## config.mk

```make
export PLATFORM = sky130hd
export DESIGN_NAME = spi_slave_receiver
export DESIGN_NICKNAME = d
export VERILOG_FILES = /design/src/rtl/spi_slave_receiver.sv
export SDC_FILE = /design/constraint.sdc
export NUM_CORES = 1
export LEC_CHECK = 0
export CAP_MARGIN = 0
export CELL_PAD_IN_SITES_DETAIL_PLACEMENT = 0
export CELL_PAD_IN_SITES_GLOBAL_PLACEMENT = 1
export CORE_MARGIN = 1.5
export CORE_UTILIZATION = 30
export CTS_BUF_LIST = sky130_fd_sc_hd__clkbuf_4 sky130_fd_sc_hd__clkbuf_8 sky130_fd_sc_hd__clkbuf_16
export DETAILED_ROUTE_END_ITERATION = 8
export PLACE_DENSITY = 0.67
export SLEW_MARGIN = 0
export SYNTH_ARGS = -nofsm -noshare
export SYNTH_HDL_FRONTEND = slang
export SYNTH_SLANG_ARGS = --single-unit
```

## constraint.sdc

```tcl
create_clock -name clk -period 1.7 [get_ports clk]
set_input_delay 0.425 -clock clk [delete_from_list [all_inputs] [get_ports clk]]
set_output_delay 0.425 -clock clk [all_outputs]
set_load 0.01 [all_outputs]
```

## src/rtl/spi_slave_receiver.sv

```systemverilog
// rtl/spi_slave_receiver.sv - SPI mode-0 responder, oversampled on the local clock
// Receives MSB-first words on MOSI and returns tx_data words on MISO.
module spi_slave_receiver #(
  parameter int DATA_WIDTH  = 8,
  parameter int SYNC_STAGES = 2
) (
  input  logic                  clk,
  input  logic                  rst,
  input  logic                  SCLK,
  input  logic                  CS,
  input  logic                  MOSI,
  output logic                  MISO,
  output logic                  miso_oe,
  input  logic [DATA_WIDTH-1:0] tx_data,
  output logic                  tx_taken,
  output logic [DATA_WIDTH-1:0] rx_data,
  output logic                  rx_valid,
  output logic                  frame_error,
  output logic                  busy
);

  localparam int CW = $clog2(DATA_WIDTH);
  localparam logic [CW-1:0] LAST_BIT = CW'(DATA_WIDTH - 1);
  localparam logic [2:0]    SETTLE   = 3'(SYNC_STAGES + 1);

  typedef enum logic [1:0] {
    S_IDLE  = 2'b00,
    S_SHIFT = 2'b01
  } state_t;

  logic [SYNC_STAGES-1:0] r_sclk_sync;
  logic [SYNC_STAGES-1:0] r_cs_sync;
  logic [SYNC_STAGES-1:0] r_mosi_sync;
  logic                   r_sclk_hist;
  logic                   r_cs_hist;
  logic [2:0]             r_settle;

  state_t                 r_state;
  logic [CW-1:0]          r_bit_cnt;
  logic                   r_word_end;
  logic [DATA_WIDTH-1:0]  r_rx_shift;
  logic [DATA_WIDTH-1:0]  r_tx_shift;
  logic [DATA_WIDTH-1:0]  r_rx_data;
  logic                   r_rx_valid;
  logic                   r_tx_taken;
  logic                   r_frame_error;
  logic                   r_miso_oe;
  logic                   r_busy;

  logic w_sclk;
  logic w_cs;
  logic w_mosi;
  logic w_armed;
  logic w_sclk_rise;
  logic w_sclk_fall;
  logic w_cs_rise;
  logic w_cs_fall;

  always_ff @(posedge clk or negedge rst) begin
    if (!rst) begin
      r_sclk_sync <= '0;
      r_cs_sync   <= '1;
      r_mosi_sync <= '0;
      r_sclk_hist <= 1'b0;
      r_cs_hist   <= 1'b1;
      r_settle    <= 3'd0;
    end else begin
      r_sclk_sync <= {r_sclk_sync[SYNC_STAGES-2:0], SCLK};
      r_cs_sync   <= {r_cs_sync[SYNC_STAGES-2:0], CS};
      r_mosi_sync <= {r_mosi_sync[SYNC_STAGES-2:0], MOSI};
      r_sclk_hist <= w_sclk;
      r_cs_hist   <= w_cs;
      if (r_settle != SETTLE) r_settle <= r_settle + 3'd1;
    end
  end

  assign w_sclk = r_sclk_sync[SYNC_STAGES-1];
  assign w_cs   = r_cs_sync[SYNC_STAGES-1];
  assign w_mosi = r_mosi_sync[SYNC_STAGES-1];

  // The CS synchronizer resets to "deselected"; until the real pin level has
  // reached the history flop, a low CS would look like a fresh falling edge.
  assign w_armed     = (r_settle == SETTLE);
  assign w_sclk_rise = w_sclk & ~r_sclk_hist;
  assign w_sclk_fall = ~w_sclk & r_sclk_hist;
  assign w_cs_rise   = w_cs & ~r_cs_hist;
  assign w_cs_fall   = ~w_cs & r_cs_hist & w_armed;

  always_ff @(posedge clk or negedge rst) begin
    if (!rst) begin
      r_state       <= S_IDLE;
      r_bit_cnt     <= '0;
      r_word_end    <= 1'b0;
      r_rx_shift    <= '0;
      r_tx_shift    <= '0;
      r_rx_data     <= '0;
      r_rx_valid    <= 1'b0;
      r_tx_taken    <= 1'b0;
      r_frame_error <= 1'b0;
      r_miso_oe     <= 1'b0;
      r_busy        <= 1'b0;
    end else begin
      r_rx_valid    <= 1'b0;
      r_tx_taken    <= 1'b0;
      r_frame_error <= 1'b0;
      case (r_state)
        S_IDLE: begin
          if (w_cs_fall) begin
            r_tx_shift <= tx_data;
            r_tx_taken <= 1'b1;
            r_bit_cnt  <= '0;
            r_word_end <= 1'b0;
            r_rx_shift <= '0;
            r_miso_oe  <= 1'b1;
            r_busy     <= 1'b1;
            r_state    <= S_SHIFT;
          end
        end
        S_SHIFT: begin
          if (w_cs_rise) begin
            // Any SCLK edge in the same cycle is dropped; a partial word is discarded.
            r_frame_error <= (r_bit_cnt != '0);
            r_bit_cnt     <= '0;
            r_word_end    <= 1'b0;
            r_rx_shift    <= '0;
            r_tx_shift    <= '0;
            r_miso_oe     <= 1'b0;
            r_busy        <= 1'b0;
            r_state       <= S_IDLE;
          end else if (w_sclk_rise) begin
            r_rx_shift <= {r_rx_shift[DATA_WIDTH-2:0], w_mosi};
            if (r_bit_cnt == LAST_BIT) begin
              r_rx_data  <= {r_rx_shift[DATA_WIDTH-2:0], w_mosi};
              r_rx_valid <= 1'b1;
              r_bit_cnt  <= '0;
              r_word_end <= 1'b1;
            end else begin
              r_bit_cnt <= r_bit_cnt + 1'b1;
            end
          end else if (w_sclk_fall) begin
            if (r_word_end) begin
              r_tx_shift <= tx_data;
              r_tx_taken <= 1'b1;
              r_word_end <= 1'b0;
            end else begin
              r_tx_shift <= {r_tx_shift[DATA_WIDTH-2:0], 1'b0};
            end
          end
        end
        default: begin
          r_bit_cnt  <= '0;
          r_word_end <= 1'b0;
          r_rx_shift <= '0;
          r_tx_shift <= '0;
          r_miso_oe  <= 1'b0;
          r_busy     <= 1'b0;
          r_state    <= S_IDLE;
        end
      endcase
    end
  end

  assign MISO        = r_tx_shift[DATA_WIDTH-1];
  assign miso_oe     = r_miso_oe;
  assign tx_taken    = r_tx_taken;
  assign rx_data     = r_rx_data;
  assign rx_valid    = r_rx_valid;
  assign frame_error = r_frame_error;
  assign busy        = r_busy;

endmodule

```

==> summary.md <==
| Metric | Value |
|---|---|
| Endpoint class of the critical path | `flop` |
| GR Util All Layers | `11.5%` |
| Rows | `28` |
| Worst Path Required | `1880 ps` |
| Post-synthesis mux area share | `13.1%` |
| Cell Pwr Density | `921 nW/um^2` |
| Avg WL per Cell | `13.8 um` |
| Final count of negative-setup-slack endpoints | `0` |
| GPL Wtd Cong | `0.706` |
| Die width | `82.1 um` |
| Top FF cell, synth | `dfrtp_1` |
| Fin crit share | `97.3%` |
| Share of layout cells above drive strength 1 | `30.3%` |
| CTS sink count | `42` |
| Synth Area in Adders | `4.66%` |
| First-pass GRT wire length | `5.71 mm` |
| Critical path type | `flop to flop` |
| Vias in the first global route | `1190` |
| Pin count of the biggest net entering global routing | `43` |
| Clock Latency Late Sink | `290 ps` |
| Die ar. | `6740 um^2` |
| CTS hold repair buffers | `0` |
| Final Hold Vio Count | `0` |
| Design area | `2410 um^2` |
| Synth Area in Simple Gates | `6.40%` |
| R2R cell count | `7` |
| CTS tree | `built` |
| Syn_area_per_cell | `13.6 um^2` |
| I/O pin cnt | `27` |
| Number of synthesized flops with an enable pin | `0` |
| Final HPWL DP | `2.35 mm` |
| Outcome | `finished, final reports clean` |
| Initial Util | `31.3%` |
| Vias after detailed routing | `1180` |
| H-tree depth | `2` |
| CTS buffer count | `5` |
| Core footprint | `5990 um^2` |
| NumNets Final | `197` |
| Clock root cell | `clkbuf_8` |
| R2R Setup Slk | `50 ps` |
| Yosys reg bits | `42` |
| CP arrival | `1830 ps` |
| Max-slew violation count | `0` |
| Final ANT Viol Nets | `0` |
| Max Fclk | `605 MHz` |
| Initial antenna violation count | `0` |
| Worst slew margin | `63.9%` |
| Syn_nets | `158` |
| Netlist cell types | `32` |
| Max VDD drop | `0.434 mV` |
| CTS Buffer Depth | `2` |
| Yosys warns | `0` |
| Leakage | `1.16 nW` |
| Tmin final | `1650 ps` |
| Clock-pin slew on the worst setup and hold paths | `80 ps` |
| First-pass DRT Iterations | `3` |
| Drt total wl | `3.50 mm` |
| Worst slew pin tran | `540 ps` |
| Die Y | `82.1 um` |
| RSZ-0062 raised after global routing | `yes` |
| Area Growth Syn to Fin | `28.4%` |
| Post-synthesis cell count | `138` |
| DRC | `0` |
| Setup crit start kind | `flop` |
| CP Max Fanout | `8` |
| Congestion Overflow GR | `0` |
| Asr flop ratio synth | `100%` |
| Vias per inst | `4.66` |
| Mapped Area | `1880 um^2` |
| Hold crit path type | `primary input to asynchronous set/reset pin` |
| Largest family of logic cells by synthesized area | `compound AO/OA/AOI/OAI gates` |
| Synth Area in Compound Gates | `13.4%` |
| Post-Synth XOR/XNOR Area | `0.466%` |
| Seq/Total Area, Yosys | `56.2%` |
| N_diodes | `0` |
| Layout Skew | `3.97 ps` |
| Worst reg2reg endpoint | `r_tx_shift[6]$_DFFE_PN0P_` |
| Total Power | `2.22 mW` |
| # port buffers | `26` |
| Reg-to-reg startpoint | `r_settle[0]$_DFFE_PN0P_` |
| Area after DPL | `2250 um^2` |
| Number of max-cap violations | `0` |
| First DRT Iteration DRCs | `34` |
-- through the flow --
step	hold slack [ps]	util [%]	worst slack (ps)	std cells	setup TNS, ps
finish	93.6	40.2	46.7	253	0
global route	98.4	40.2	-48.1	253	-296
CTS	99.5	39.3	4.54	250	0
detailed placement	337	37.6	-71.4	240	-455
global placement	336	37.6	-0.669	240	-0.998
floorplan	129	-	8.00	138	0
-- placed cells by master, fill, tap and decap left out, types with 2 or more instances in the layout --
| master | count |
|---|---|
| ha_1 | 5 |
| inv_1 | 15 |
| o21ai_0 | 4 |
| dfrtp_1 | 38 |
| clkdlybuf4s50_1 | 25 |
| clkbuf_8 | 5 |
| a22oi_1 | 6 |
| buf_4 | 11 |
| nand2_1 | 3 |
| mux2_4 | 15 |
| o21ai_2 | 2 |
| a22o_1 | 10 |
| o22ai_1 | 6 |
| nor2_1 | 3 |
| nand2_4 | 2 |
| nor2b_1 | 2 |
| dfstp_2 | 3 |
-- critical path, cell delays in order (launching register included) --
cell and delay (ps):
dfrtp_1 360, ha_2 200, ha_4 150, nand2_4 50, nor3_4 190, nand2b_4 150, buf_8 140, mux2_4 310
-- area by class of cell --
| class | count | area (um^2) |
|---|---|---|
| Fill cell | 555 | 3580 |
| Clock inverter | 2 | 13.8 |
| Multi-Input combinational cell | 74 | 742 |
| Timing Repair Buffer | 39 | 373 |
| Tap cell | 75 | 93.8 |
| Inverter | 15 | 56.3 |
| Clock buffer | 6 | 76.3 |
| Sequential cell | 42 | 1060 |
-- how the worst max path moves through the flow --
stage	from	to	slack (ps)	depth (start not counted)
floorplan	r_settle[0]$_DFFE_PN0P_	r_tx_shift[1]$_DFFE_PN0P_	8	7
global placement	r_settle[0]$_DFFE_PN0P_	r_tx_shift[7]$_DFFE_PN0P_	-0.7	7
CTS	r_settle[0]$_DFFE_PN0P_	r_tx_shift[6]$_DFFE_PN0P_	5	7
finish	r_settle[0]$_DFFE_PN0P_	r_tx_shift[6]$_DFFE_PN0P_	50	7
global route	r_settle[1]$_DFFE_PN0P_	r_tx_shift[3]$_DFFE_PN0P_	-50	7
detailed placement	r_settle[0]$_DFFE_PN0P_	r_tx_shift[6]$_DFFE_PN0P_	-70	7
-- where the power goes --
group	internal [mW]	total, mW	switching (mW)
logic	0.245	0.413	0.168
clock network	0.305	0.637	0.332
registers	1.10	1.17	0.0707
-- cells in the mapped netlist (all sizes together), types with 2 or more instances --
cell	count	area, um^2
nand2	5	28.8
nor2b	3	26.3
nor2	4	22.5
nand2b	2	15.0
mux2	16	236
dfstp	3	78.8
a22o	10	87.6
ha	7	87.6
dfrtp	39	976
o21ai	6	37.5
o22ai	6	37.5
buf	7	52.5
inv	15	56.3
a22oi	6	45.0
-- cell families (layout without fill, tap and decap cells) --
| group | count (synthesis) | count (layout) |
|---|---|---|
| flip-flops | 42 | 42 |
| AO/OA/AOI/OAI | 33 | 33 |
| buffers and inverters | 22 | 62 |
| multiplexers | 17 | 17 |
| AND/OR/NAND/NOR | 16 | 16 |
| adder cells (fa/ha/maj) | 7 | 7 |
| XOR/XNOR | 1 | 1 |
-- repair_timing --
action,CTS,global route
pin swaps,1,4
setup endpoints to repair,9,7
setup buffers,2,3
gates resized for setup,1,6
-- layer usage --
layer,vias up,track usage [%],part of all wire (%)
met2,27,16.7,45
met4,0,3.56,1.3
met3,6,4.07,6.1
met5,-,0,0
met1,590,16.0,48
li1,557,-,-
-- state kept, by name (all words and copies together), names as in the netlist --
| register | flops |
|---|---|
| r_mosi_sync | 2 |
| r_cs_sync | 2 |
| busy | 1 |
| r_tx_shift | 8 |
| tx_taken | 1 |
| rx_data | 8 |
| r_word_end | 1 |
| r_sclk_sync | 2 |
| r_bit_cnt | 3 |
| r_rx_shift | 7 |
| r_cs_hist | 1 |
| rx_valid | 1 |
| r_sclk_hist | 1 |
| r_settle | 3 |
| frame_error | 1 |
(Power assumes the default switching activity.)
